[src/rtl/memory_arbiter.sv]
// memory_arbiter: shares one single-port synchronous RAM between the instruction-fetch
// bus and the data bus. Each access runs IDLE -> ISSUE -> WAIT -> RESPOND and ends
// with a one-cycle ready pulse to the granted requester. All outputs are registered.
//
// Optional feature: define MEMORY_ARBITER_FAIR_EN to alternate grants when both
// requesters are pending; otherwise data has fixed priority over fetch.
module memory_arbiter #(
    parameter int unsigned ADDR_WIDTH  = 16,
    parameter int unsigned DATA_WIDTH  = 32,
    parameter int unsigned MEM_LATENCY = 1
) (
    input  logic                  i_clk,
    input  logic                  i_reset_n,
    // Instruction-fetch bus
    input  logic                  i_fetch_req,
    input  logic [ADDR_WIDTH-1:0] i_fetch_address,
    output logic                  o_fetch_ready,
    output logic [DATA_WIDTH-1:0] o_fetch_data,
    // Data bus
    input  logic                  i_data_req,
    input  logic                  i_data_rw,
    input  logic [ADDR_WIDTH-1:0] i_data_address,
    input  logic [DATA_WIDTH-1:0] i_data_wdata,
    output logic                  o_data_ready,
    output logic [DATA_WIDTH-1:0] o_data_rdata,
    // Memory bus
    output logic                  o_mem_en,
    output logic                  o_mem_rw,
    output logic [ADDR_WIDTH-1:0] o_mem_address,
    output logic [DATA_WIDTH-1:0] o_mem_wdata,
    input  logic [DATA_WIDTH-1:0] i_mem_rdata,
    // Debug
    output logic [1:0]            o_grant
);

    typedef enum logic [1:0] {
        StIdle,
        StIssue,
        StWait,
        StRespond
    } state_e;

    localparam logic [1:0] GrantNone  = 2'b00;
    localparam logic [1:0] GrantFetch = 2'b01;
    localparam logic [1:0] GrantData  = 2'b10;

    // Counter holds up to MEM_LATENCY-1, and MEM_LATENCY is at most 15.
    localparam int unsigned     CntW    = 4;
    localparam logic [CntW-1:0] CntLoad = CntW'(MEM_LATENCY - 1);

    state_e                  state_q, state_d;
    logic [CntW-1:0]         cnt_q, cnt_d;
    logic [1:0]              grant_q, grant_d;
    logic                    txn_write_q, txn_write_d;

    logic                    mem_en_q, mem_en_d;
    logic                    mem_rw_q, mem_rw_d;
    logic [ADDR_WIDTH-1:0]   mem_address_q, mem_address_d;
    logic [DATA_WIDTH-1:0]   mem_wdata_q, mem_wdata_d;

    logic                    fetch_ready_q, fetch_ready_d;
    logic [DATA_WIDTH-1:0]   fetch_data_q, fetch_data_d;
    logic                    data_ready_q, data_ready_d;
    logic [DATA_WIDTH-1:0]   data_rdata_q, data_rdata_d;

    logic                    pick_data;

`ifdef MEMORY_ARBITER_FAIR_EN
    // 1 when the most recent grant went to the data bus.
    logic                    last_data_q, last_data_d;
`endif

    // Arbitration: decide which requester wins if a grant is made this cycle.
    always_comb begin
        pick_data = i_data_req;
`ifdef MEMORY_ARBITER_FAIR_EN
        if (i_data_req && i_fetch_req) begin
            pick_data = !last_data_q;
        end
`endif
    end

    // Next-state and registered-output logic for the access sequencer.
    always_comb begin
        state_d       = state_q;
        cnt_d         = cnt_q;
        grant_d       = grant_q;
        txn_write_d   = txn_write_q;
        // Memory bus is only driven during ISSUE, so it returns to zero by default.
        mem_en_d      = 1'b0;
        mem_rw_d      = 1'b0;
        mem_address_d = '0;
        mem_wdata_d   = '0;
        fetch_ready_d = fetch_ready_q;
        fetch_data_d  = fetch_data_q;
        data_ready_d  = data_ready_q;
        data_rdata_d  = data_rdata_q;
`ifdef MEMORY_ARBITER_FAIR_EN
        last_data_d   = last_data_q;
`endif

        case (state_q)
            StIdle: begin
                if (i_data_req || i_fetch_req) begin
                    state_d  = StIssue;
                    mem_en_d = 1'b1;
                    if (pick_data) begin
                        grant_d       = GrantData;
                        txn_write_d   = i_data_rw;
                        mem_rw_d      = i_data_rw;
                        mem_address_d = i_data_address;
                        mem_wdata_d   = i_data_rw ? i_data_wdata : '0;
                    end else begin
                        grant_d       = GrantFetch;
                        txn_write_d   = 1'b0;
                        mem_address_d = i_fetch_address;
                    end
`ifdef MEMORY_ARBITER_FAIR_EN
                    last_data_d = pick_data;
`endif
                end
            end
            StIssue: begin
                cnt_d   = CntLoad;
                state_d = StWait;
            end
            StWait: begin
                if (cnt_q == '0) begin
                    state_d = StRespond;
                    if (grant_q == GrantData) begin
                        data_ready_d = 1'b1;
                        data_rdata_d = txn_write_q ? '0 : i_mem_rdata;
                    end else begin
                        fetch_ready_d = 1'b1;
                        fetch_data_d  = i_mem_rdata;
                    end
                end else begin
                    cnt_d = cnt_q - CntW'(1);
                end
            end
            StRespond: begin
                state_d       = StIdle;
                grant_d       = GrantNone;
                fetch_ready_d = 1'b0;
                fetch_data_d  = '0;
                data_ready_d  = 1'b0;
                data_rdata_d  = '0;
            end
            default: begin
                state_d = StIdle;
            end
        endcase
    end

    // State and output registers; async reset discards any in-flight access.
    always_ff @(posedge i_clk or negedge i_reset_n) begin
        if (!i_reset_n) begin
            state_q       <= StIdle;
            cnt_q         <= '0;
            grant_q       <= GrantNone;
            txn_write_q   <= 1'b0;
            mem_en_q      <= 1'b0;
            mem_rw_q      <= 1'b0;
            mem_address_q <= '0;
            mem_wdata_q   <= '0;
            fetch_ready_q <= 1'b0;
            fetch_data_q  <= '0;
            data_ready_q  <= 1'b0;
            data_rdata_q  <= '0;
        end else begin
            state_q       <= state_d;
            cnt_q         <= cnt_d;
            grant_q       <= grant_d;
            txn_write_q   <= txn_write_d;
            mem_en_q      <= mem_en_d;
            mem_rw_q      <= mem_rw_d;
            mem_address_q <= mem_address_d;
            mem_wdata_q   <= mem_wdata_d;
            fetch_ready_q <= fetch_ready_d;
            fetch_data_q  <= fetch_data_d;
            data_ready_q  <= data_ready_d;
            data_rdata_q  <= data_rdata_d;
        end
    end

`ifdef MEMORY_ARBITER_FAIR_EN
    // Last-grant register; resets to "data" so the first contested grant goes to fetch.
    always_ff @(posedge i_clk or negedge i_reset_n) begin
        if (!i_reset_n) begin
            last_data_q <= 1'b1;
        end else begin
            last_data_q <= last_data_d;
        end
    end
`endif

    assign o_fetch_ready = fetch_ready_q;
    assign o_fetch_data  = fetch_data_q;
    assign o_data_ready  = data_ready_q;
    assign o_data_rdata  = data_rdata_q;
    assign o_mem_en      = mem_en_q;
    assign o_mem_rw      = mem_rw_q;
    assign o_mem_address = mem_address_q;
    assign o_mem_wdata   = mem_wdata_q;
    assign o_grant       = grant_q;

endmodule

[config.mk]
export PLATFORM = sky130hd
export DESIGN_NAME = memory_arbiter
export DESIGN_NICKNAME = d
export VERILOG_FILES = /design/src/rtl/memory_arbiter.sv
export SDC_FILE = /design/constraint.sdc
export NUM_CORES = 1
export LEC_CHECK = 0
export CORE_ASPECT_RATIO = 2
export CORE_MARGIN = 10
export CORE_UTILIZATION = 43
export CTS_CLUSTER_SIZE = 14
export DETAILED_ROUTE_END_ITERATION = 6
export PLACE_DENSITY = 0.8
export SLEW_MARGIN = 10
export SYNTH_ARGS = -nofsm -noshare
export SYNTH_HDL_FRONTEND = slang
export SYNTH_SLANG_ARGS = --single-unit
[constraint.sdc]
create_clock -name i_clk -period 1.8 [get_ports i_clk]
set_input_delay 0.45 -clock i_clk [delete_from_list [all_inputs] [get_ports i_clk]]
set_output_delay 0.45 -clock i_clk [all_outputs]
set_load 0.02 [all_outputs]
### Yosys cells after proc, flatten, opt, wreduce, memory -nomap -nowiden

Index checks and enable logic that the tools add are counted.

* $add $sub $neg: 1
* reduce and logical (&&, ||, !) cells: 12
* equal/unequal tests: 9
* mux-type cells: 33

Operators with widths (number)
* $mux W32: 9
* $pmux W32 S2: 2
* $mux W16: 3
* $ne A2 B2 Y1 const B: 5
* $mux W1: 9
* $mux W2: 4
* $pmux W2 S4: 1
* $pmux W4 S2: 1
* $reduce_and A2 Y1: 4
* $eq A2 B2 Y1 const B: 3
* $reduce_and A3 Y1: 2
* $reduce_bool A2 Y1: 3
* $logic_not A4 Y1: 1
* $mux W4: 1
* $pmux W1 S2: 2
* $pmux W2 S2: 1
* $sub A4 B1 Y4 const B: 1
* $eq A2 B1 Y1 const B: 1
* $logic_not A2 Y1: 1
* $logic_or A1 B1 Y1: 1

* logic and storage cells: 67
* flip-flop bits (word level): 125
* output and inout port bits: 118

### Longest topological paths before layout

* depth in word-level cells: 4
* gate-level depth with buffers: 7
* gate-level depth less buffers: 5

### Worst setup path before layout

No wires, ideal clock.

* path kind: reg-to-reg
* from: register cnt_q[0]
* to: register state_q[1]
* data arrival time: 1524 ps
* setup time: 128 ps
* stages on the path, launching flop included: 6
* setup slack: 149 ps
* clock period less this slack: 1651 ps
* path through: dfrtp_1 inv_1 ha_1 or3b_4 a22oi_2 mux2_1

* word-level cells in the longest chain between the ends: 3

RTL lines
* start: declaration: line 52 `logic [CntW-1:0] cnt_q, cnt_d;`
* start signal: assignment: line 172 `cnt_q <= cnt_d;`
* $logic_not A4 Y1: line 128 `if (cnt_q == '0) begin`
* $ne A2 B2 Y1 (no line)
* $reduce_and A2 Y1 (no line)
* end signal: assignment: line 158 `state_q <= StIdle;`
* end signal: assignment: line 171 `state_q <= state_d;`
* end: declaration: line 51 `state_e state_q, state_d;`

Every way passes these cells.
A chain may end at the register's enable or synchronous reset.

### Worst setup path after layout

Ends and elaborated chain as after synthesis.

==> results.yml <==
run_status:
  status: "complete, no violations"
timing:
  fin_ws_ns: 0.0566
  layout_min_cycle_time_ns: 1.74
  drv_slew: 0
  tns_ns: 0
  post-route-period-util: 0.969
  worst_pin_slew_ns: 0.435
  hold_ws_ns: 0.509
  hold_violations: 0
  rsz0062_at_grt: "yes"
  fmax_mhz: 574
  setup_viol: 0
  max_slew_margin: 0.710
  finalClockSkew_ns: 0.0102
routing:
  drt_pass1_iterations: 4
  drt_iter0_markers: 214
  via_count: 4653
  drtAntennaViolNets: 0
  routed_via_density: 5.43
  wirelength_mm: 16.9
  drc: 0
  wire_per_inst_um: 19.7
floorplanning:
  dieHeight_um: 177
  die_area_mm2: 0.0174
  initial_core_util: 0.435
  rows: 57
  die_width_um: 98.3
  pin_count: 219
  core_mm2: 0.0121
final_layout:
  post-route-util: 0.675
  diodes: 0
  final_nets: 804
  drive_above_1_share: 0.0986
  syn_to_final_growth_pct: 55.2
  fillers: 994
critical_path:
  slowest_delay_ns: 0.42
  crit_required_ns: 2.08
  crit_path_end_kind: "register"
  worstPathArrival_ns: 2.03
  cpMaxStageDelayCell: "dfrtp_1"
  crit_path_cell_trace: "inv_2, ha_4, or3b_4, a22oi_2, mux2_1"
  start_kind: "register"
  cp_max_fo: 4
  worst-setup-path-type: "reg -> reg"
clocking:
  clkTransAtPathRegs_ns: 0.06
  postCtsSetupBuffers: 0
  clockBufferDepth: 2
  htree_levels: 4
  cts_tree: "done"
  clkLatencyLatePin_ns: 0.41
  cts-root-buf: "clkbuf_16"
  numCtsBuffers: 17
  clock-sinks: 125
grt:
  track_usage: 0.193
  grt_first_pass_wirelength_mm: 27.1
  grtUsageMet3: 0.0845
  busiest_layer: "met2"
  grt_max_degree: 47
  grtUsageMet2: 0.347
  grt_overflow: 0
  antenna_found_initial: 0
  met1_usage: 0.179
  grt_pass1_vias: 5093
logic_synthesis:
  yosysUniqueCellTypes: 33
  synth-edff-count: 0
  synth_top_cell_area_share: 0.593
  ys_warn_count: 0
  syn_nets: 590
  syn-cell-area_mm2: 0.00528
  yosysTopAreaCell: "dfrtp_1"
  dominantRegCellSynth: "dfrtp_1"
  synth_area_leaders: "dfrtp_1 (59%), o221ai_1 (5.3%), nand2_1 (5.1%), o211ai_1 (4.6%), o21ai_1 (4.0%)"
  syn_inst: 483
  synth-seq-cells: 125
  syn-mean-instance-area_um2: 10.9
  async_flop_share: 1.00
  ys_seq_area_frac: 0.593
placement:
  port_buffers: 218
  dpl.hpwl_mm: 12.7
  place_ws_ns: 0.0160
  routabilityCongestion: 0.794
min_path:
  hold_path_class: "reg -> reg"
run:
  drv_cap: 0
pwr:
  p_per_area_mw_per_mm2: 1540
  p_total_uw: 12600
  power_leakage_uw: 0.00417
  peakVddDrop_mv: 1.12
[area by class of cell]
type | count | area [um2] | area share
clock inverter | 14 | 205 | 0.0251
tap | 147 | 184 | 0.0225
clock buffer | 18 | 439 | 0.0536
timing repair buffer | 241 | 2300 | 0.281
sequential | 125 | 3130 | 0.382
inverter | 9 | 33.8 | 0.00413
multi-input combinational | 303 | 1900 | 0.232
[power breakdown]
group	internal (uW)	switching [uW]	leakage [uW]
clock	2380	1300	0.000309
sequential	3470	331	0.00169
combinational	1840	3250	0.00217
total	7700	4880	0.00417
[sequential cells by signal (all words and copies together), names as in the netlist]
name / flops
o_data_rdata: 32
o_fetch_data: 32
o_mem_wdata: 32
o_mem_address: 16
cnt_q: 4
o_grant: 2
state_q: 2
o_data_ready: 1
o_fetch_ready: 1
o_mem_en: 1
o_mem_rw: 1
txn_write_q: 1
[timing repair]
item                                   CTS  global route
hold buffers                             1             0
setup endpoints to repair              119            49
resized for setup                      119             8
pin swaps                                0             2
endpoints found under the hold margin   28             0
[worst paths after layout]
check / slack (ns) / to / startpoint / cells past startpoint
setup / recovery: 0.06 / state_q[1] / cnt_q[0] / 5
hold / removal: 0.51 / txn_write_q / txn_write_q / 1
setup reg to reg: 0.06 / state_q[1] / cnt_q[0] / 5
hold reg to reg: 0.51 / txn_write_q / txn_write_q / 1
max in group asynchronous: 0.65 / o_mem_wdata[27] / i_reset_n / 3
min in group asynchronous: 0.53 / o_fetch_data[17] / i_reset_n / 2
[worst max-delay path, delay by kind of cell (launching register included)]
family	cells	cell delay [ns]
buf+inv	1	0.10
compound gates	1	0.20
fa+ha+maj	1	0.15
mux	1	0.35
simple gates	1	0.40
flops	1	0.42
[cells by family (layout without fill, tap and decap cells)]
family                   Yosys count  in the layout  share of synthesized area
AO/OA/AOI/OAI                    140            140                      0.175
adder cells (fa/ha/maj)            6              6                     0.0142
buffers and inverters             55            282                     0.0519
flip-flops                       125            125                      0.593
multiplexers                      21             21                     0.0401
AND/OR/NAND/NOR                  136            136                      0.125
[metrics by stage]
stage          area, um2  instances
2_1_floorplan       5280        483
3_3_place_gp        7660        824
3_5_place_dp        7660        824
4_1_cts             8170        857
5_1_grt             8190        857
6_report            8190        857
[cell usage after synthesis, types with 4 or more instances]
| master | n |
|---|---|
| mux2i_1 | 20 |
| and2_1 | 32 |
| buf_1 | 4 |
| o21ai_1 | 42 |
| nand2_1 | 71 |
| o211ai_1 | 32 |
| nor2_1 | 19 |
| dfrtp_1 | 125 |
| buf_6 | 5 |
| nand2b_1 | 4 |
| buf_2 | 21 |
| o221ai_1 | 32 |
| inv_1 | 8 |
| clkbuf_1 | 15 |
| o21ai_0 | 25 |
| ha_1 | 6 |
[per-layer routing]
metal  vias to the layer above  wire length (um)
met5                         -                 0
met4                         0               625
met3                        38              1690
met2                       219              9210
met1                      2271              5340
li1                       2125                 -
[cell usage in the layout (no fill, tap or decap), drive strengths merged]
| cell | synthesis | routed |
|---|---|---|
| a21o | 1 | 1 |
| a21oi | 2 | 2 |
| a22oi | 2 | 2 |
| and2 | 32 | 32 |
| and3 | 1 | 1 |
| buf | 31 | 23 |
| bufinv | 0 | 4 |
| clkbuf | 15 | 18 |
| clkdlybuf4s50 | 0 | 99 |
| clkinv | 0 | 3 |
| clkinvlp | 0 | 2 |
| dfrtp | 125 | 125 |
| dlygate4sd2 | 0 | 118 |
| dlygate4sd3 | 0 | 1 |
| ha | 6 | 6 |
| inv | 9 | 14 |
| mux2 | 1 | 1 |
| mux2i | 20 | 20 |
| nand2 | 71 | 71 |
| nand2b | 6 | 6 |
| nand3 | 3 | 3 |
| nand4bb | 1 | 1 |
| nor2 | 19 | 19 |
| nor2b | 1 | 1 |
| nor3 | 1 | 1 |
| o211ai | 32 | 32 |
| o21ai | 68 | 68 |
| o221ai | 32 | 32 |
| o22a | 1 | 1 |
| o31ai | 2 | 2 |
| or3b | 1 | 1 |
Power figures use the tool's default switching activity.
